`src/rtl/uart_tx_fifo.sv`:
```
// uart_tx_fifo: byte FIFO feeding a UART transmitter through a start/busy handoff FSM
// Ports: clk, rst (sync, active-high); wr_en/wr_data producer side; clear_ovf clears sticky overflow;
// tx_busy from transmitter; tx_data/tx_start to transmitter; full/almost_full/empty/count status; overflow sticky drop flag.
// Optional UART_TX_FIFO_STATS_EN adds sent_cnt (completed frames) and drop_cnt (dropped writes + ack timeouts), both saturating.
module uart_tx_fifo #(
  parameter int DATA_W = 8,
  parameter int DEPTH = 16,
  parameter int ADDR_W = 4,
  parameter int AFULL_LVL = 12,
  parameter int ACK_TIMEOUT = 64
) (
  input  logic              clk,
  input  logic              rst,
  input  logic              wr_en,
  input  logic [DATA_W-1:0] wr_data,
  input  logic              clear_ovf,
  input  logic              tx_busy,
  output logic [DATA_W-1:0] tx_data,
  output logic              tx_start,
  output logic              full,
  output logic              almost_full,
  output logic              empty,
  output logic [ADDR_W:0]   count,
  output logic              overflow
`ifdef UART_TX_FIFO_STATS_EN
  ,
  output logic [15:0]       sent_cnt,
  output logic [7:0]        drop_cnt
`endif
);
  localparam int CW = ADDR_W + 1;
  localparam int TW = $clog2(ACK_TIMEOUT + 1);
  localparam logic [CW-1:0] DEPTH_C = CW'(DEPTH);
  localparam logic [CW-1:0] AFULL_C = CW'(AFULL_LVL);
  localparam logic [TW-1:0] TMO_LAST = TW'(ACK_TIMEOUT - 1);
  typedef enum logic [1:0] {IDLE, LOAD, WAIT_ACK, WAIT_DONE} state_t;
  state_t state;
  logic [DATA_W-1:0] mem [DEPTH];
  logic [ADDR_W-1:0] wr_ptr, rd_ptr;
  logic [TW-1:0] tmo;
  logic push, drop, pop, tmo_hit;
  logic [CW-1:0] count_nxt;
  always_comb begin
    push = wr_en && !full;
    drop = wr_en && full;
    pop = (state == IDLE) && !empty && !tx_busy;
    tmo_hit = (state == WAIT_ACK) && !tx_busy && (tmo == TMO_LAST);
    count_nxt = count + CW'(push) - CW'(pop);
  end
  always_ff @(posedge clk)
    if (!rst && push) mem[wr_ptr] <= wr_data;
  always_ff @(posedge clk) begin
    if (rst) begin
      state <= IDLE;
      wr_ptr <= '0;
      rd_ptr <= '0;
      tmo <= '0;
      tx_data <= '0;
      tx_start <= 1'b0;
      count <= '0;
      full <= 1'b0;
      almost_full <= 1'b0;
      empty <= 1'b1;
      overflow <= 1'b0;
    end else begin
      if (push) wr_ptr <= wr_ptr + 1'b1;
      count <= count_nxt;
      full <= count_nxt == DEPTH_C;
      almost_full <= count_nxt >= AFULL_C;
      empty <= count_nxt == '0;
      overflow <= drop | (overflow & ~clear_ovf);
      tx_start <= 1'b0;
      case (state)
        IDLE: if (pop) begin
          tx_data <= mem[rd_ptr];
          rd_ptr <= rd_ptr + 1'b1;
          tx_start <= 1'b1;
          state <= LOAD;
        end
        LOAD: begin
          tmo <= '0;
          state <= WAIT_ACK;
        end
        WAIT_ACK: if (tx_busy) state <= WAIT_DONE;
        else begin
          tmo <= tmo + 1'b1;
          if (tmo_hit) state <= IDLE;
        end
        WAIT_DONE: if (!tx_busy) state <= IDLE;
        default: state <= IDLE;
      endcase
    end
  end
`ifdef UART_TX_FIFO_STATS_EN
  logic [8:0] drop_sum;
  always_comb drop_sum = {1'b0, drop_cnt} + 9'(drop) + 9'(tmo_hit);
  always_ff @(posedge clk) begin
    if (rst) begin
      sent_cnt <= '0;
      drop_cnt <= '0;
    end else begin
      if (state == WAIT_DONE && !tx_busy && sent_cnt != 16'hFFFF) sent_cnt <= sent_cnt + 1'b1;
      drop_cnt <= drop_sum[8] ? 8'hFF : drop_sum[7:0];
    end
  end
`endif
endmodule

```
`config.mk`:
```
export PLATFORM = sky130hd
export DESIGN_NAME = uart_tx_fifo
export DESIGN_NICKNAME = d
export VERILOG_FILES = /design/src/rtl/uart_tx_fifo.sv
export SDC_FILE = /design/constraint.sdc
export NUM_CORES = 1
export LEC_CHECK = 0
export CAP_MARGIN = 20
export CORE_ASPECT_RATIO = 0.8
export CORE_MARGIN = 8
export CORE_UTILIZATION = 41
export CTS_CLUSTER_SIZE = 8
export DETAILED_ROUTE_END_ITERATION = 10
export DONT_BUFFER_PORTS = 1
export HOLD_SLACK_MARGIN = 0.08
export REMOVE_ABC_BUFFERS = 1
export SLEW_MARGIN = 25
export SYNTH_ARGS = -nofsm -noshare
export SYNTH_HDL_FRONTEND = slang
export SYNTH_SLANG_ARGS = --single-unit
```
`constraint.sdc`:
```
create_clock -name clk -period 3.1 [get_ports clk]
set_input_delay 0.155 -clock clk [delete_from_list [all_inputs] [get_ports clk]]
set_output_delay 0.155 -clock clk [all_outputs]
set_load 0.02 [all_outputs]
```
==> results by group, run 1 <==
Logic synthesis
  • Most frequent cell after synthesis: edfxtp_1
  • EDFF count, synth: 128
  • Post-synth top area share: 57.3%
  • Asr flop ratio synth: 0%
  • Mapped Cells: 404
  • Synth top area cells: edfxtp_1 57%, dfxtp_1 10%, mux4_2 8.7%, mux2i_1 2.8%, mux4_1 2.3%
  • Yosys top cell by area: edfxtp_1
  • Synth Flop Type: edfxtp_1
  • Syn Area/Cell: 16.6 µm²
  • Seq cells post-synth: 163
  • Synth Cell Area: 0.00671 mm²
  • Sequential share of the synthesized area: 67.7%
  • YS warnings: 0
  • Top cells by count, synth: 128 x edfxtp_1, 38 x nor2_1, 35 x dfxtp_1, 26 x mux4_2, 19 x mux2i_1
  • Synth unique cells: 46

Placement
  • Final GP Congestion: 0.766
  • Area after DPL: 0.00690 mm²
  • Post-DP HPWL: 8.10 mm
  • PortBufs: 0

Clock tree
  • Clk_lat worst skew: 0.42 ns
  • CTS buffer count: 17
  • Hold_buf cts: 12
  • CTS Root Cell: clkbuf_16
  • Htree depth: 4
  • CTS Sinks: 163
  • CTS tree: done
  • CTS resizes: 0
  • Clk buf depth: 2
  • CTS clock-pin slew for the worst setup and hold paths: 0.06 ns
  • Number of setup buffers added after CTS: 0

Worst setup path
  • Worst path cell trace: nor4_4, ha_1, inv_1, ha_1, inv_1, fa_1, nor2b_1, o21ai_0, a21oi_1, o32ai_1
  • Levels on crit path: 10
  • Worst path slowest cell: dfxtp_1
  • Buf/Inv on CP: 2
  • Crit path DAT: 2.89 ns
  • R2R depth: 10
  • Critical Path Sink Type: register
  • Worst setup path startpoint: state[0]
  • Cell family with most CP delay: adder cells
  • Worst reg2reg path startpoint: state[0]
  • Worst path max stage delay: 0.47 ns
  • Worst setup SP type: register
  • Setup CP Type: register to register
  • Critical Path RT: 3.37 ns
  • Crit Path Max Fanout: 14

STA
  • Final Slew Violations: 0
  • Tightest hold margin: 0.111 ns
  • Post-layout min period: 2.62 ns
  • Period utilization: 84.5%
  • Max Fclk: 382 MHz
  • Hold Vio Cnt, Final: 0
  • Clock Skew: 0.00791 ns
  • Slew HR: 36.7%
  • Slew @ Worst Pin: 0.946 ns
  • Setup TNS Final: 0 ns
  • Final setup fails: 0
  • Unrepaired setup endpoints after global routing: false

GRT
  • GR Overflow Total: 0
  • Vias in the first global route: 3558
  • Initial antenna violation count: 0
  • Largest net degree at the start of global routing: 35
  • First-pass GRT wire length: 20.5 mm
  • GRT Overall Usage: 13.2%

Drt
  • DRT iter0 DRCs: 169
  • Antenna-violating nets left: 0
  • DRT Wirelength: 12.9 mm
  • Detailed Routing Iterations Pass 1: 4
  • DRC violations left: 0
  • Drt wl/cell: 19.7 µm
  • Avg Vias per Cell: 5.30
  • Routed via count: 3468

Worst hold path
  • Hold Crit Class: input port to register
  • Hold wc startpoint: tx_busy
  • Hold Path Cell Cnt: 4

Floorplanning
  • IO Pins: 31
  • Initial Utilization: 41.2%
  • Die area: 0.0207 mm²
  • Die span in y: 130 µm
  • Num rows: 42
  • Core footprint: 0.0163 mm²
  • Die X-Extent: 159 µm

Pwr
  • Pwr/cell area: 737 mW/mm²
  • Worst VDD drop: 376 µV
  • Leak: 2.43 nW

Run status
  • Status: finished, final reports clean

Layout
  • Final Cell Area: 0.00761 mm²
  • FILL cells: 1402
  • ANT cells: 0
  • Nets: 446
  • Layout cells sized above 1: 17.7%
  • Area Growth Syn to Fin: 13.4%

Run
  • Max_cap viols: 0
==> tightest hold or removal path, cell delays in order <==
cell       delay, ns
nand4bb_1       0.10
a21oi_1         0.06
a31oi_1         0.13
nor2_1          0.04
==> per-layer routing <==
metal / up-vias / GRT usage (%) / part of all wire (%)
li1: 1605 / - / -
met1: 1751 / 17.1 / 45
met2: 104 / 19.9 / 46
met3: 8 / 5.17 / 8.3
met4: 0 / 4.81 / 1.0
met5: - / 0 / 0
==> power by group <==
group          switching, mW  internal (mW)  leakage (nW)
logic                  0.465          0.393         0.723
registers              0.234           2.48          1.44
clock network          0.850           1.19         0.272
==> cell type report <==
cell class | instances | area [µm²] | share of cell area [%]
clock buffers | 17 | 425 | 5.59
clock inverters | 15 | 160 | 2.10
inverters | 14 | 52.6 | 0.691
multi-input cells | 205 | 1970 | 25.9
flip-flops and latches | 163 | 4550 | 59.7
well taps | 220 | 275 | 3.62
repair buffers | 20 | 180 | 2.37
==> state kept, by name (all words and copies together) (netlist names) <==
name,count
tx_data,8
mem,128
tmo,7
full,1
empty,1
wr_ptr,4
almost_full,1
overflow,1
rd_ptr,4
state,2
count,5
tx_start,1
==> through the flow <==
step	power (mW)	std cells	setup slack [ns]	util, %
floorplan	3.35	382	0.329	-
global placement	3.55	610	0.597	42.4
detailed placement	3.58	610	0.529	42.4
CTS	5.68	654	0.486	46.7
global route	5.86	654	0.303	46.7
finish	5.61	654	0.479	46.7
==> kinds of logic after synthesis <==
| kind of cell | share of synthesized area, % |
|---|---|
| AOI/OAI and AO/OA | 5.26 |
| xor gates and xnor gates | 1.30 |
| adders and majority gates | 2.35 |
| buffers and inverters | 2.96 |
| DFF | 67.7 |
| muxes | 13.9 |
| and+or+nand+nor | 6.51 |
==> path summary, 6_finish.rpt <==
path / slack, ns / end
max: 0.48 / almost_full
min: 0.11 / tmo[2]
max reg2reg: 0.48 / almost_full
min reg2reg: 0.53 / tmo[6]
==> layout by cell type (no fill, tap or decap), drive strengths merged, types with 3 or more instances in the layout <==
| master | synthesis | routed |
|---|---|---|
| clkbuf | 7 | 17 |
| buf | 15 | 8 |
| clkinv | 0 | 6 |
| clkinvlp | 0 | 5 |
| xnor2 | 4 | 4 |
| dfxtp | 35 | 35 |
| mux2i | 19 | 19 |
| a21oi | 11 | 11 |
| a21o | 4 | 4 |
| dlygate4sd3 | 0 | 12 |
| edfxtp | 128 | 128 |
| nand2 | 12 | 12 |
| a221oi | 8 | 8 |
| xor2 | 6 | 6 |
| mux4 | 32 | 32 |
| ha | 11 | 11 |
| o21ai | 10 | 10 |
| inv | 14 | 16 |
| nand4 | 5 | 5 |
| nor2 | 38 | 38 |
| nor3 | 3 | 3 |
| nand2b | 6 | 6 |
| nand3 | 8 | 8 |
| nor2b | 4 | 4 |
No activity file was read; power rests on OpenSTA's default activity.
==> run 2, diff against run 1 <==
==> constraint.sdc (replaced) <==
create_clock -name clk -period 2.5 [get_ports clk]
set_input_delay 0.125 -clock clk [delete_from_list [all_inputs] [get_ports clk]]
set_output_delay 0.125 -clock clk [all_outputs]
set_load 0.02 [all_outputs]
==> run 2 against run 1 <==
Net effect:
- sequential power grew 21%
- first-iteration DRC count grew 59%
- sequential cell count is the same
- worst setup slack lost 0.34 ns
- critical path depth is the same
- sequential share of layout area shrank 1.1 points
- largest cell class unchanged
==> results by group, run 2 (synthesis results as in run 1) <==
Run status
  • Status: finished, final reports clean

Placement
  • PortBufs: 0
  • Final GP Congestion: 0.827
  • Area after DPL: 0.00707 mm²
  • Post-DP HPWL: 8.51 mm
  • Dpl cells: 631

Clock tree
  • Htree depth: 4
  • CTS clock-pin slew for the worst setup and hold paths: 0.06 ns
  • Clk buf depth: 2
  • Number of setup buffers added after CTS: 0
  • CTS tree: done
  • CTS Sinks: 163
  • Clk_lat worst skew: 0.41 ns
  • CTS buffer count: 17
  • CTS Root Cell: clkbuf_16

Worst setup path
  • Worst setup SP type: register
  • Crit Path Max Fanout: 3
  • Crit path DAT: 2.66 ns
  • Worst setup path startpoint: state[1]
  • Critical Path RT: 2.80 ns
  • Cell family with most CP delay: adder cells
  • Buf/Inv on CP: 2
  • Critical Path Sink Type: register
  • Worst path cell trace: nor4_4, ha_1, inv_1, ha_1, inv_1, fa_1, nor2b_2, o21a_1, o21ai_0, a41o_1
  • Setup CP Type: register to register
  • Worst path slowest cell: fa_1
  • Worst path max stage delay: 0.41 ns
  • Worst reg2reg path startpoint: state[1]

GRT
  • First-pass GRT wire length: 20.7 mm
  • GRT Overall Usage: 13.4%
  • Vias in the first global route: 3666
  • Largest net degree at the start of global routing: 35
  • Initial antenna violation count: 0
  • GR Overflow Total: 0

Worst hold path
  • Hold wc startpoint: rst
  • Hold Crit Class: input port to register

Pwr
  • Leak: 2.56 nW
  • Pwr/cell area: 906 mW/mm²
  • Worst VDD drop: 542 µV

Layout
  • Commonest cells after routing, fill and taps aside: 128 x edfxtp_1, 38 x nor2_1, 34 x dfxtp_1
  • ANT cells: 0
  • Largest reg by FF count: mem
  • FILL cells: 1393
  • Layout cells sized above 1: 20.8%
  • Nets: 466
  • Max reg flops: 128
  • Final non-filler cell total: 673
  • Largest registers: mem x128, tx_data x8, tmo x7
  • Area Growth Syn to Fin: 15.6%
  • Final Cell Area: 0.00776 mm²
  • Commonest non-fill, non-tap cell in the layout: edfxtp_1
  • Multi-input gate area in the final layout: 0.00197 mm²
  • FF/Latch Area: 0.00455 mm²

Floorplanning
  • Die X-Extent: 159 µm
  • IO Pins: 31
  • Core footprint: 0.0163 mm²
  • Num rows: 42
  • Die span in y: 130 µm
  • Initial Utilization: 41.2%
  • Die area: 0.0207 mm²

STA
  • Final Slew Violations: 0
  • Clock Skew: 0.0110 ns
  • Hold Vio Cnt, Final: 0
  • Final setup fails: 0
  • Slew @ Worst Pin: 1.01 ns
  • Unrepaired setup endpoints after global routing: false
  • Post-layout min period: 2.36 ns
  • Period utilization: 94.4%
  • Setup TNS Final: 0 ns
  • Max Fclk: 424 MHz
  • Slew HR: 32.2%

Drt
  • Routed via count: 3542
  • Antenna-violating nets left: 0
  • Avg Vias per Cell: 5.26
  • Drt wl/cell: 19.7 µm
  • DRC violations left: 0
  • DRT Wirelength: 13.3 mm
  • Detailed Routing Iterations Pass 1: 4
  • DRT iter0 DRCs: 269

Run
  • Max_cap viols: 0
==> run 2: changes by cell type in the layout (fill, tap and decap cells not counted), sizes merged <==
cell / before / now
buf: 8 / 29
bufinv: 2 / 3
clkbuf: 17 / 18
clkinv: 6 / 8
clkinvlp: 5 / 2
dlygate4sd3: 12 / 11
inv: 16 / 14
==> run 2: metrics by stage <==
step / total power, mW / hold slack (ns) / util, % / worst slack, ns
after global placement: 4.45 / 0.195 / 43.4 / 0.204
after CTS: 7.09 / 0.0913 / 47.6 / 0.122
after detailed placement: 4.49 / 0.199 / 43.4 / 0.150
final: 7.03 / 0.119 / 47.6 / 0.141
after global routing: 7.33 / 0.120 / 47.6 / 0.00759
after floorplan: 4.15 / 0.192 / - / -0.271
==> run 2: power breakdown <==
part / internal (mW) / total (mW) / switching, mW
clock: 1.54 / 2.53 / 0.989
sequential: 3.07 / 3.28 / 0.208
combinational: 0.532 / 1.21 / 0.678
==> run 2: worst register-to-register path: stages, from the launching register on <==
cell and delay (ns):
dfxtp_1 0.33, nor4_4 0.30, ha_1 0.28, inv_1 0.06
ha_1 0.15, inv_1 0.05, fa_1 0.41, nor2b_2 0.15
o21a_1 0.17, o21ai_0 0.10, a41o_1 0.24
==> run 2: layout make-up <==
cell class	instances	share of cell area, %
Clock buffer	18	5.53
Timing Repair Buffer	40	4.39
Tap cell	220	3.55
Multi-Input combinational cell	205	25.4
Sequential cell	163	58.6
Clock inverter	13	1.84
Inverter	14	0.678
==> run 2: worst paths after layout <==
check,to,slack [ns],cells past startpoint
hold / removal,count[2],0.12,4
setup reg to reg,empty,0.14,10
setup / recovery,empty,0.14,10
hold reg to reg,tmo[6],0.51,2
==> run 2: routing by layer <==
layer / vias up / GRT usage [%] / wire [µm]
li1: 1652 / - / -
met1: 1764 / 17.1 / 5610
met2: 117 / 21.3 / 6420
met3: 9 / 4.07 / 1130
met4: 0 / 5.31 / 114
met5: - / 0 / 0
==> run 2: timing repair <==
item	CTS	global route
resized for setup	0	2
hold buffers	11	0
hold endpoints to repair	152	0
setup endpoints to repair	0	3
